--- src/rtl/alarm_controller.sv ---
// Alarm time store plus ring/snooze controller driven by the 1 Hz time-of-day counter.
// Ring and snooze durations are counted in 1 Hz ticks by a single shared 9-bit timer.
module alarm_controller #(
    parameter int RING_SECS   = 60,
    parameter int SNOOZE_SECS = 300,
    parameter int MAX_SNOOZE  = 3
) (
    input  logic       clk_1hz,
    input  logic       rst,
    input  logic       alarm_en,
    input  logic       set_en,
    input  logic [4:0] set_hour,
    input  logic [5:0] set_min,
    input  logic [4:0] hour,
    input  logic [5:0] min,
    input  logic [5:0] sec,
    input  logic       snooze,
    input  logic       stop,
    output logic       ring,
    output logic       snoozing,
    output logic [1:0] snooze_cnt,
    output logic [4:0] alarm_hour,
    output logic [5:0] alarm_min
);

    typedef enum logic [1:0] {
        IDLE    = 2'd0,
        RINGING = 2'd1,
        SNOOZE  = 2'd2
    } state_t;

    localparam logic [8:0] RING_LAST    = 9'(RING_SECS - 1);
    localparam logic [8:0] SNOOZE_LAST  = 9'(SNOOZE_SECS - 1);
    localparam logic [1:0] SNOOZE_LIMIT = 2'(MAX_SNOOZE);
    localparam logic [8:0] TIMER_MAX    = 9'd511;

    state_t     state_reg, state_next;
    logic [8:0] timer_reg, timer_next;
    logic [1:0] snooze_cnt_reg, snooze_cnt_next;
    logic [4:0] alarm_hour_reg, alarm_hour_next;
    logic [5:0] alarm_min_reg, alarm_min_next;

    logic       set_valid;
    logic       match;
    logic [8:0] timer_inc;

    assign set_valid = set_en && (set_hour <= 5'd23) && (set_min <= 6'd59);
    assign match     = alarm_en && (hour == alarm_hour_reg) && (min == alarm_min_reg)
                       && (sec == 6'd0);
    assign timer_inc = (timer_reg == TIMER_MAX) ? timer_reg : timer_reg + 9'd1;

    always_ff @(posedge clk_1hz or posedge rst) begin
        if (rst) begin
            state_reg      <= IDLE;
            timer_reg      <= 9'd0;
            snooze_cnt_reg <= 2'd0;
            alarm_hour_reg <= 5'd0;
            alarm_min_reg  <= 6'd0;
        end else begin
            state_reg      <= state_next;
            timer_reg      <= timer_next;
            snooze_cnt_reg <= snooze_cnt_next;
            alarm_hour_reg <= alarm_hour_next;
            alarm_min_reg  <= alarm_min_next;
        end
    end

    // Alarm registers load independently of the FSM, even while disarmed.
    always_comb begin
        alarm_hour_next = alarm_hour_reg;
        alarm_min_next  = alarm_min_reg;
        if (set_valid) begin
            alarm_hour_next = set_hour;
            alarm_min_next  = set_min;
        end
    end

    always_comb begin
        state_next      = state_reg;
        timer_next      = timer_inc;
        snooze_cnt_next = snooze_cnt_reg;
        if (!alarm_en || set_valid) begin
            state_next      = IDLE;
            timer_next      = 9'd0;
            snooze_cnt_next = 2'd0;
        end else begin
            case (state_reg)
                IDLE: begin
                    timer_next      = 9'd0;
                    snooze_cnt_next = 2'd0;
                    if (match) begin
                        state_next = RINGING;
                    end
                end
                RINGING: begin
                    if (stop) begin
                        state_next      = IDLE;
                        timer_next      = 9'd0;
                        snooze_cnt_next = 2'd0;
                    end else if (snooze && (snooze_cnt_reg < SNOOZE_LIMIT)) begin
                        state_next      = SNOOZE;
                        timer_next      = 9'd0;
                        snooze_cnt_next = snooze_cnt_reg + 2'd1;
                    end else if (timer_reg == RING_LAST) begin
                        state_next      = IDLE;
                        timer_next      = 9'd0;
                        snooze_cnt_next = 2'd0;
                    end
                end
                SNOOZE: begin
                    if (stop) begin
                        state_next      = IDLE;
                        timer_next      = 9'd0;
                        snooze_cnt_next = 2'd0;
                    end else if (timer_reg == SNOOZE_LAST) begin
                        state_next = RINGING;
                        timer_next = 9'd0;
                    end
                end
                default: begin
                    state_next      = IDLE;
                    timer_next      = 9'd0;
                    snooze_cnt_next = 2'd0;
                end
            endcase
        end
    end

    // Outputs decode registers only, so no input reaches an output combinationally.
    always_comb begin
        ring       = (state_reg == RINGING);
        snoozing   = (state_reg == SNOOZE);
        snooze_cnt = snooze_cnt_reg;
        alarm_hour = alarm_hour_reg;
        alarm_min  = alarm_min_reg;
    end

endmodule

--- config.mk ---
export PLATFORM = sky130hd
export DESIGN_NAME = alarm_controller
export DESIGN_NICKNAME = d
export VERILOG_FILES = /design/src/rtl/alarm_controller.sv
export SDC_FILE = /design/constraint.sdc
export NUM_CORES = 1
export LEC_CHECK = 0
export ABC_AREA = 1
export CAP_MARGIN = 20
export CELL_PAD_IN_SITES_DETAIL_PLACEMENT = 0
export CELL_PAD_IN_SITES_GLOBAL_PLACEMENT = 1
export CORE_MARGIN = 2
export CORE_UTILIZATION = 33
export DETAILED_ROUTE_END_ITERATION = 12
export PLACE_DENSITY = 0.78
export SLEW_MARGIN = 20
export SYNTH_ARGS = -nofsm -noshare
export SYNTH_HDL_FRONTEND = slang
export SYNTH_SLANG_ARGS = --single-unit
--- constraint.sdc ---
create_clock -name clk_1hz -period 2.9 [get_ports clk_1hz]
set_input_delay 0.58 -clock clk_1hz [delete_from_list [all_inputs] [get_ports clk_1hz]]
set_output_delay 0.58 -clock clk_1hz [all_outputs]
set_load 0.01 [all_outputs]
# Word-level counts from Yosys, hierarchy flattened
# Index checks and enable logic that the tools add are counted.
# word_totals
register_bits	24
word_cells	54
out_inout_bits	15
# op_classes
n_eq_ne	11
n_lt_le_gt_ge	3
addsub	2
muxes	21
n_reduce_logical	12
# ops
cell	count
9-bit two-way mux	7
2-bit two-way mux	11
9-bit equality test (second input constant)	2
9-bit case mux with 2 select lines	1
9-bit by 1-bit adder with 9-bit output (second input constant)	1
9-bit by 6-bit equality test with 1-bit output (second input constant)	1
6-bit equality test	1
6-bit <= comparator (second input constant)	1
1-bit logical AND	6
6-bit logical NOT	1
2-bit case mux with 3 select lines	1
5-bit equality test	1
5-bit <= comparator (second input constant)	1
5-bit by 2-bit != test with 1-bit output (second input constant)	1
4-bit by 2-bit != test with 1-bit output (second input constant)	1
2-bit case mux with 2 select lines	1
3-bit by 2-bit != test with 1-bit output (second input constant)	1
3-bit != test (second input constant)	1
3-bit AND reduction	1
2-bit by 1-bit adder with 2-bit output (second input constant)	1
2-bit by 1-bit equality test with 1-bit output (second input constant)	1
2-bit equality test (second input constant)	1
2-bit logical NOT	1
2-bit < comparator (second input constant)	1
other kinds (3)	3

# Longest topological paths before layout
# depth
word_depth	7
mapped_depth	12
mapped_depth_nobuf	12

# Worst setup path after synthesis
# Ideal clock, no wire load.
# synth_timing
path_kind	reg-to-reg
from	register timer_reg[0]
to	register timer_reg[5]
n_path_buf	0
path_stages_with_launch	10
arrival_ns	1.268
slack_ns	1.511
setup_ns	0.122
t_required_ns	2.778
cell_sequence	dfrtp_1 -> ha_1 -> inv_2 -> nor2_4 -> nand2_2 -> nor2_4 -> inv_2 -> nand3_2 -> xor2_1 -> nor2_1
# synth_via
elab_chain_len	7
word_cells_on_any_way	12
classes_between	1 x add/sub; 3 x eq/ne; 8 x mux
# synth_lines
element	line_no	text
start, declared	38	logic [8:0] timer_reg, timer_next;
start signal, assigned	61	timer_reg <= timer_next;
9-bit by 1-bit adder with 9-bit output / 9-bit equality test (equally long branches)	50	assign timer_inc = (timer_reg == TIMER_MAX) ? timer_reg : timer_reg + 9'd1;
9-bit two-way mux	50	
9-bit two-way mux	104	end else if (timer_reg == RING_LAST) begin
9-bit two-way mux	100	end else if (snooze && (snooze_cnt_reg < SNOOZE_LIMIT)) begin
9-bit two-way mux	96	if (stop) begin
9-bit case mux with 2 select lines (*)	87	case (state_reg)
9-bit two-way mux (*)	82	if (!alarm_en || set_valid) begin
via timer_next[5]	38	
# The timed path passes the listed nets; every way through them passes the cells marked *.
# A chain may end at the register's enable or synchronous reset.

# Final worst setup path
# layout_timing
from	register state_reg[1]
to	output ring
# layout_via
elab_chain_len	1
# layout_lines
element	line_no	text
start, declared	37	state_t state_reg, state_next;
start signal, assigned	60	state_reg <= state_next;
2-bit by 1-bit equality test with 1-bit output	131	ring = (state_reg == RINGING);
end, declared	19	output logic ring,
# Every way passes these cells.

==> metrics.cfg <==
[outcome]
outcome = completed

[place]
dp_hpwl_mm = 2.58
dp.cells = 311
globalplace.congestion = 0.759
pre_cts_slack_ps = 913
io_buffer_count = 48

[critical_path]
worstSetupEndpointType = primary output
crit_buf_inv = 2
crit_family = buffers and inverters
crit_fanout = 3
reg2reg_slack_ps = 1330
endpoint = ring
start_kind = register
critPathLaunch = state_reg[1]
cp.required_ps = 2320
r2r-start = timer_reg[0]
slowest_delay_ps = 540
worst-path-stages = 3
path_class = register to primary output
reg2reg_depth = 9
crit_chain = inv_1, ha_1, clkdlybuf4s50_1
worst_ep_arrival_time_ps = 1520
r2r-end = timer_reg[5]
critPathSlowestCell = clkdlybuf4s50_1

[grt]
grt_usage_pct = 13.8
grt_antenna_before_repair = 0
grt_first_pass_wirelength_mm = 5.69
grt_max_degree = 25
grt_pass1_vias = 1300
gr-total-overflow = 0

[clock_network]
cts_hold_buf = 0
clkSinkCount = 24
numCtsBuffers = 3
cts_setup_buffers = 0
clock_latency_ps = 260
cts_root_buffer = clkbuf_8
clkTransAtPathRegs_ps = 90
cts_resized = 0
cts-htree-levels = 1
max-clock-path-buffers = 2
cts_tree = yes

[final_layout]
multiInputGateArea_um2 = 736
syn2layout_area_growth_pct = 41.9
final_nets = 304
fillCellCount = 435
instances_no_fill = 315
largest_register_ffs = 9
drive_gt1_share_pct = 8.75
antenna_cells = 0
ff_latch_area_um2 = 601

[drt]
wl_mm = 3.26
first_pass_iters = 4
ant_nets = 0
vias = 1355
drtIter0Drc = 45
via_per_inst = 4.30
drc = 0
routedWlPerCell_um = 10.4

[logic_synthesis]
ys_ff_latch = 24
async_reset_ff_share_pct = 100
synth_seq_area_share_pct = 40.3
ys_types = 24
syn_area_um2 = 1490
synth_warnings = 0
synth_edf_count = 0
yosys_most_used_dff = dfrtp_1
syn_avg_cell_area_um2 = 7.06
syn_inst = 211
syn_nets = 251

[pwr]
p_per_area_nw_per_um2 = 397
vdd_drop_max_uv = 171
power_leakage_uw = 0.00103
fin_total_pwr_uw = 840

[min_path]
min_path_type = register to register

[floorplan]
start_util_pct = 34.2
pin_count = 49
row_count = 24
die_y_um = 71.2
die-area_um2 = 5070
core_area_um2 = 4350
die_w_um = 71.2

[sta]
period_minus_slack_ps = 2100
setup_viol = 0
hold_violations = 0
tns_ps = 0
fmax_mhz = 476
worstMarginPinSlew_ps = 320
slew_headroom_pct = 78.6
drv_slew = 0
setup_ws_ps = 798
rsz0062_at_grt = no
fin_crit_sh_pct = 72.5
finClkSkew_ps = 6.03

[job]
drv_cap = 0

Yosys cell counts, types with 2 or more instances:
| cell type | count | area, um^2 |
|---|---|---|
| ha_1 | 6 | 75.1 |
| dfrtp_1 | 24 | 601 |
| xor2_1 | 3 | 26.3 |
| nor2_4 | 2 | 22.5 |
| o21ai_0 | 11 | 55.1 |
| nand3_1 | 8 | 40.0 |
| clkbuf_1 | 2 | 7.51 |
| inv_1 | 34 | 128 |
| nor2_1 | 30 | 113 |
| nand2_1 | 60 | 225 |
| inv_2 | 5 | 18.8 |
| nand2_2 | 4 | 25.0 |
| nand3_2 | 2 | 20.0 |
| nor3_1 | 2 | 10.0 |
| xnor2_1 | 3 | 26.3 |
| a21oi_1 | 7 | 35.0 |
routing by layer:
| layer | track usage, % | part of all wire [%] | routed length, um |
|---|---|---|---|
| met1 | 19.4 | 49 | 1610 |
| met2 | 22.3 | 45 | 1480 |
| met3 | 2.42 | 5.0 | 163 |
| met4 | 2.52 | 0.49 | 16 |
| met5 | 0 | 0 | 0 |
through the flow:
stage,hold WS (ps),area [um^2],util [%]
after floorplan,517,1490,-
final,570,2110,48.6
after CTS,568,2110,48.6
after detailed placement,547,2040,46.9
after global routing,599,2110,48.6
after global placement,535,2040,46.9
power by group:
part	switching, uW	internal, uW	total [uW]	leakage, uW
clock	110	184	294	0.0000357
combinational	75.1	99.4	174	0.000676
sequential	16.4	355	371	0.000316
kinds of logic after synthesis:
group	synth area share, %
AND/OR/NAND/NOR	32.1
buffers and inverters	10.3
flip-flops	40.3
AO/OA/AOI/OAI	8.06
XOR/XNOR	3.53
adder cells (fa/ha/maj)	5.04
multiplexers	0.672
layout by cell type, fill, tap and decap left out, types with 2 or more instances in the layout:
cell,count
nand2_1,60
clkdlybuf4s50_1,48
inv_1,34
nor2_1,30
dfrtp_1,24
o21ai_0,11
nand3_1,8
a21oi_1,7
ha_1,6
inv_2,5
nand2_2,4
xor2_1,3
xnor2_1,3
clkbuf_8,3
nor3_1,2
nand3_2,2
nor2_4,2
buf_4,2
worst register-to-register path, cell delays in order (launching register included):
cell,delay [ps]
dfrtp_1,410
ha_1,210
inv_2,70
nor2_4,160
nand2_2,90
nor2_4,170
inv_2,90
nand3_2,70
xor2_1,150
nor2_1,50
cell type report:
type	instances	share of cell area, %
tap	52	3.08
inverter	39	6.92
clock buffer	3	1.95
clock inverter	1	1.42
multi-input combinational	146	34.8
sequential	24	28.4
timing repair buffer	50	23.4
worst min path at each step:
stage	end	from	cells after the start
2_1_floorplan	timer_reg[1]	timer_reg[1]	2
5_1_grt	alarm_hour[0]	alarm_hour[0]	2
3_5_place_dp	snooze_cnt[1]	snooze_cnt[1]	2
3_3_place_gp	snooze_cnt[1]	snooze_cnt[1]	2
6_report	timer_reg[1]	timer_reg[1]	2
4_1_cts	snooze_cnt[1]	snooze_cnt[1]	2
Note: power is estimated with default switching activity, not from simulation.
